## src/rtl/fb_scan_sched.sv

```systemverilog
// Raster scan scheduler: walks a cell-tiled framebuffer and emits cell index, sub-pixel offsets, syncs and vblank IRQ.
// Latency: 1 clock from counters to outputs. Backpressure: none; the scan free-runs once enabled.
module fb_scan_sched #(
    parameter int H_ACTIVE = 640,
    parameter int H_TOTAL  = 800,
    parameter int HS_START = 656,
    parameter int HS_END   = 752,
    parameter int V_ACTIVE = 480,
    parameter int V_TOTAL  = 525,
    parameter int VS_START = 490,
    parameter int VS_END   = 492,
    parameter int CELL_LG2 = 3
) (
    input  logic                clk_i,
    input  logic                rst_ni,
    input  logic                enable_i,
    input  logic [7:0]          cell_stride_i,
    input  logic                irq_ack_i,
    output logic [13:0]         pix_cell_ix_o,
    output logic [CELL_LG2-1:0] pix_sub_x_o,
    output logic [CELL_LG2-1:0] pix_sub_y_o,
    output logic                pix_active_o,
    output logic                hsync_o,
    output logic                vsync_o,
    output logic                frame_irq_o,
    output logic                irq_ovf_o,
    output logic [7:0]          frame_count_o
);
    localparam int HW = $clog2(H_TOTAL);
    localparam int VW = $clog2(V_TOTAL);
    localparam logic [HW-1:0] H_LAST = HW'(H_TOTAL - 1);
    localparam logic [HW-1:0] H_ACT  = HW'(H_ACTIVE);
    localparam logic [HW-1:0] HS_S   = HW'(HS_START);
    localparam logic [HW-1:0] HS_E   = HW'(HS_END);
    localparam logic [VW-1:0] V_LAST = VW'(V_TOTAL - 1);
    localparam logic [VW-1:0] V_ACT  = VW'(V_ACTIVE);
    localparam logic [VW-1:0] VS_S   = VW'(VS_START);
    localparam logic [VW-1:0] VS_E   = VW'(VS_END);

    localparam logic [1:0] ST_IDLE  = 2'd0;
    localparam logic [1:0] ST_RUN   = 2'd1;
    localparam logic [1:0] ST_DRAIN = 2'd2;

    logic [1:0]          state_q, state_d;
    logic [HW-1:0]       h_cnt_q, h_cnt_d;
    logic [VW-1:0]       v_cnt_q, v_cnt_d, v_nxt;
    logic [13:0]         row_base_q, row_base_d;
    logic [7:0]          stride_q, stride_d;
    logic [13:0]         cell_ix_q, cell_ix_d;
    logic [CELL_LG2-1:0] sub_x_q, sub_x_d, sub_y_q, sub_y_d;
    logic                active_q, active_d, hs_q, hs_d, vs_q, vs_d;
    logic                irq_q, irq_d, ovf_q, ovf_d;
    logic [7:0]          cnt_q, cnt_d;
    logic                running, h_last, eof, vis, vblank;

    always_comb begin
        running    = (state_q == ST_RUN) || (state_q == ST_DRAIN);
        h_last     = (h_cnt_q == H_LAST);
        eof        = h_last && (v_cnt_q == V_LAST);
        v_nxt      = (v_cnt_q == V_LAST) ? '0 : v_cnt_q + 1'b1;
        state_d    = state_q;
        h_cnt_d    = h_cnt_q;
        v_cnt_d    = v_cnt_q;
        row_base_d = row_base_q;
        stride_d   = stride_q;

        case (state_q)
            ST_IDLE:  if (enable_i) begin
                          state_d  = ST_RUN;
                          stride_d = cell_stride_i;
                      end
            ST_RUN:   if (!enable_i) state_d = ST_DRAIN;
            ST_DRAIN: if (enable_i) state_d = ST_RUN;
                      else if (eof) state_d = ST_IDLE;
            default:  state_d = ST_IDLE;
        endcase

        // Row base advances by stride at each cell-row boundary, avoiding a multiplier.
        if (running) begin
            h_cnt_d = h_last ? '0 : h_cnt_q + 1'b1;
            if (h_last) begin
                v_cnt_d = v_nxt;
                if (v_nxt == '0) begin
                    row_base_d = '0;
                    stride_d   = cell_stride_i;
                end else if ((v_nxt[CELL_LG2-1:0] == '0) && (v_nxt < V_ACT)) begin
                    row_base_d = row_base_q + {6'b0, stride_q};
                end
            end
        end
    end

    always_comb begin
        vis       = running && (h_cnt_q < H_ACT) && (v_cnt_q < V_ACT);
        cell_ix_d = vis ? row_base_q + 14'(h_cnt_q >> CELL_LG2) : '0;
        sub_x_d   = vis ? h_cnt_q[CELL_LG2-1:0] : '0;
        sub_y_d   = vis ? v_cnt_q[CELL_LG2-1:0] : '0;
        active_d  = vis;
        hs_d      = running && (h_cnt_q >= HS_S) && (h_cnt_q < HS_E);
        vs_d      = running && (v_cnt_q >= VS_S) && (v_cnt_q < VS_E);
        vblank    = running && (h_cnt_q == '0) && (v_cnt_q == V_ACT);
        irq_d     = irq_q;
        ovf_d     = ovf_q;
        cnt_d     = cnt_q;
        // An ack landing on the vblank clock retires the old request but the new one still posts.
        if (vblank) begin
            irq_d = 1'b1;
            ovf_d = irq_ack_i ? 1'b0 : (ovf_q | irq_q);
            cnt_d = cnt_q + 8'd1;
        end else if (irq_ack_i) begin
            irq_d = 1'b0;
            ovf_d = 1'b0;
        end
    end

    always_ff @(posedge clk_i or negedge rst_ni) begin
        if (!rst_ni) begin
            state_q    <= ST_IDLE;
            h_cnt_q    <= '0;
            v_cnt_q    <= '0;
            row_base_q <= '0;
            stride_q   <= '0;
            cell_ix_q  <= '0;
            sub_x_q    <= '0;
            sub_y_q    <= '0;
            active_q   <= 1'b0;
            hs_q       <= 1'b0;
            vs_q       <= 1'b0;
            irq_q      <= 1'b0;
            ovf_q      <= 1'b0;
            cnt_q      <= '0;
        end else begin
            state_q    <= state_d;
            h_cnt_q    <= h_cnt_d;
            v_cnt_q    <= v_cnt_d;
            row_base_q <= row_base_d;
            stride_q   <= stride_d;
            cell_ix_q  <= cell_ix_d;
            sub_x_q    <= sub_x_d;
            sub_y_q    <= sub_y_d;
            active_q   <= active_d;
            hs_q       <= hs_d;
            vs_q       <= vs_d;
            irq_q      <= irq_d;
            ovf_q      <= ovf_d;
            cnt_q      <= cnt_d;
        end
    end

    assign pix_cell_ix_o = cell_ix_q;
    assign pix_sub_x_o   = sub_x_q;
    assign pix_sub_y_o   = sub_y_q;
    assign pix_active_o  = active_q;
    assign hsync_o       = hs_q;
    assign vsync_o       = vs_q;
    assign frame_irq_o   = irq_q;
    assign irq_ovf_o     = ovf_q;
    assign frame_count_o = cnt_q;
endmodule

```

## config.mk

```make
export PLATFORM = sky130hd
export DESIGN_NAME = fb_scan_sched
export DESIGN_NICKNAME = d
export VERILOG_FILES = /design/src/rtl/fb_scan_sched.sv
export SDC_FILE = /design/constraint.sdc
export NUM_CORES = 1
export LEC_CHECK = 0
export ABC_AREA = 0
export BUFFER_PORTS_ARGS = -buffer_cell sky130_fd_sc_hd__buf_4
export CAP_MARGIN = 20
export CORE_MARGIN = 2
export CORE_UTILIZATION = 59
export DETAILED_ROUTE_END_ITERATION = 7
export GPL_TIMING_DRIVEN = 0
export PLACE_DENSITY_LB_ADDON = 0.05
export SLEW_MARGIN = 40
export SYNTH_ARGS = -nofsm -noshare
export SYNTH_HDL_FRONTEND = slang
export SYNTH_SLANG_ARGS = --single-unit
```

## constraint.sdc

```tcl
create_clock -name clk_i -period 3.25 [get_ports clk_i]
set_input_delay 0.65 -clock clk_i [delete_from_list [all_inputs] [get_ports clk_i]]
set_output_delay 0.65 -clock clk_i [all_outputs]
set_load 0.02 [all_outputs]
```

==> flow_summary.json <==
{
  "cts-root-buf": "clkbuf_8",
  "critPathKind": "reg2reg",
  "synth_fp_nets": 480,
  "drive_above_1_share": 0.2020,
  "fp.dieH_um": 90.14,
  "crit_cells": 8,
  "crit-reg2reg-launch": "v_cnt_q[1]",
  "drt_pass1_iterations": 5,
  "wl_per_cell_um": 14.56,
  "finalHoldViolations": 0,
  "crit_chain": "ha_1 > buf_2 > nand4_1 > xnor2_1 > a22oi_1 > nor4b_4 > buf_4 > mux2_2",
  "cts.sinks": 77,
  "clockBufferDepth": 2,
  "synthesis.area_per_instance_um2": 9.927,
  "vias_per_cell": 5.699,
  "ys_dominant_reg_cell": "dfrtp_1",
  "rsz0062_at_grt": "no",
  "ys_seq_elements": 77,
  "layout.nets": 535,
  "routed_wl_mm": 8.722,
  "track_usage": 0.2320,
  "cts_tree": "done",
  "fin_worst_skew_ps": 6.879,
  "dpl.hpwl_mm": 6.376,
  "grt_pass1_vias": 3269,
  "die_area_um2": 8125,
  "die_w_um": 90.14,
  "core_um2": 7214,
  "gp_congestion": 0.8389,
  "cp.required_ps": 3480,
  "cp_top_family": "simple AND/OR/NAND/NOR gates",
  "cp-end-kind": "flip-flop",
  "cp.arrival_ps": 3190,
  "areaGrowthSynthToFinish_pct": 16.60,
  "tightest_slew_ps": 781.6,
  "fin_crit_ps": 2962,
  "fin_crit_sh": 0.9113,
  "r2r_cells": 8,
  "finalSetupViolations": 0,
  "post_cts_buffers": 0,
  "min_path_type": "in2async",
  "outcome": "completed",
  "ant_nets": 0,
  "setup_tns_ps": 0,
  "drt-initial-drc-count": 197,
  "crit_path_start_kind": "flip-flop",
  "worstSkewPairLatency_ps": 340,
  "p_per_area_nw_per_um2": 600.0,
  "ios": 45,
  "grt_max_degree": 78,
  "cpPeakStageDelay_ps": 610,
  "place_ws_ps": 305.6,
  "ctsResizeCount": 0,
  "slew_viol_final": 0,
  "path_buf_inv": 2,
  "holdBufCountCts": 0,
  "clk_pin_slew_ps": 80,
  "ir_drop_mv": 0.4434,
  "leakagePower_nw": 2.407,
  "yosysSeqAreaShare": 0.4401,
  "drc": 0,
  "h-tree-depth": 3,
  "synth_warnings": 0,
  "io_buffers": 44,
  "vias": 3414,
  "synthDistinctLibCells": 59,
  "slowest_stage": "a22oi_1",
  "grt_pass1_wl_mm": 15.34,
  "cts_inserted_buffers": 9,
  "synthCells": 441,
  "worst_slack_ps": 288.3,
  "fmax_mhz": 337.6,
  "relSlewSlack": 0.4741,
  "syn_area_um2": 4378,
  "antenna_cells": 0,
  "max_cap_violations": 0,
  "antenna_found_initial": 0,
  "worstSetupStartpoint": "v_cnt_q[1]",
  "async_reset_ff_frac": 1.000,
  "row_count": 31,
  "grt_overflow_total": 0,
  "cp_max_fo": 10,
  "initial_utilization": 0.6068,
  "final_common_cell": "dfrtp_1",
  "synth_edf_count": 0,
  "mostFrequentLayoutCells": "dfrtp_1 (77), buf_4 (44), nand2_1 (36)"
}
## flip-flops by register name, summed over array words and instances (netlist names), 2 cells and up
name	count
h_cnt_q	10
stride_q	8
pix_cell_ix_o	14
frame_count_o	8
state_q	2
pix_sub_y_o	3
row_base_q	14
pix_sub_x_o	3
v_cnt_q	10
## cell usage after synthesis, drive strengths merged, types with 5 or more instances
master | instances | share of area
nand3 | 17 | 0.021
nand2 | 37 | 0.033
nor2 | 33 | 0.030
mux2 | 16 | 0.041
a21o | 6 | 0.010
ha | 25 | 0.071
inv | 26 | 0.022
xnor2 | 20 | 0.040
o21ai | 27 | 0.032
buf | 12 | 0.019
or3 | 6 | 0.0097
xor2 | 8 | 0.016
and2 | 6 | 0.0091
nor3 | 12 | 0.019
nor4 | 6 | 0.0086
o31ai | 6 | 0.010
o21bai | 5 | 0.0086
nand4 | 14 | 0.020
and3 | 5 | 0.0071
a21oi | 27 | 0.031
dfrtp | 77 | 0.44
## logic make-up (layout without fill, tap and decap cells)
logic type / after synthesis / count (layout) / synth area share
xor gates and xnor gates: 28 / 28 / 0.05602
muxes: 20 / 20 / 0.05030
and+or+nand+nor: 156 / 156 / 0.2009
DFF: 77 / 77 / 0.4401
buffers and inverters: 42 / 101 / 0.04430
AOI/OAI and AO/OA: 91 / 91 / 0.1278
adders and majority gates: 27 / 27 / 0.08059
## routing by layer
metal | vias to the layer above | track usage | part of all wire
li1 | 1676 | - | -
met1 | 1632 | 0.3175 | 0.46
met2 | 95 | 0.3759 | 0.48
met3 | 11 | 0.03269 | 0.046
met4 | 0 | 0.09231 | 0.014
met5 | - | 0 | 0
## metrics by stage
stage / instance area (µm²) / hold slack [ps] / cells / power, mW / utilization
5_1_grt: 5105 / 381.8 / 599 / 3.264 / 0.7076
3_5_place_dp: 4843 / 474.4 / 584 / 2.147 / 0.6713
4_1_cts: 5105 / 349.9 / 599 / 3.091 / 0.7076
2_1_floorplan: 4378 / 354.4 / 441 / 1.883 / -
6_report: 5105 / 319.7 / 599 / 3.063 / 0.7076
3_3_place_gp: 4832 / 463.3 / 584 / 2.109 / 0.6698
## power by group
group          internal [mW]  leakage [nW]  switching (mW)
Sequential              1.10          1.03           0.120
Combinational          0.385          1.25           0.517
Clock                  0.605         0.130           0.332
## path summary, 6_finish.rpt
| path | endpoint | slack (ps) |
|---|---|---|
| setup reg to reg | row_base_q[3] | 290 |
| setup / recovery | row_base_q[3] | 290 |
| hold reg to reg | frame_count_o[7] | 480 |
| hold / removal | frame_count_o[2] | 320 |
| min in group clk_i | irq_ovf_o | 470 |
| max in group asynchronous | row_base_q[0] | 2470 |
## layout make-up
type	instances	area (µm²)
clock buffer	11	141.4
tap	99	123.9
multi-input combinational	322	2265
timing repair buffer	44	334.1
inverter	27	101.3
fill	568	2110
buffer	15	92.59
sequential	77	1927
clock inverter	4	120.1
No activity file was read; power rests on OpenSTA's default activity.
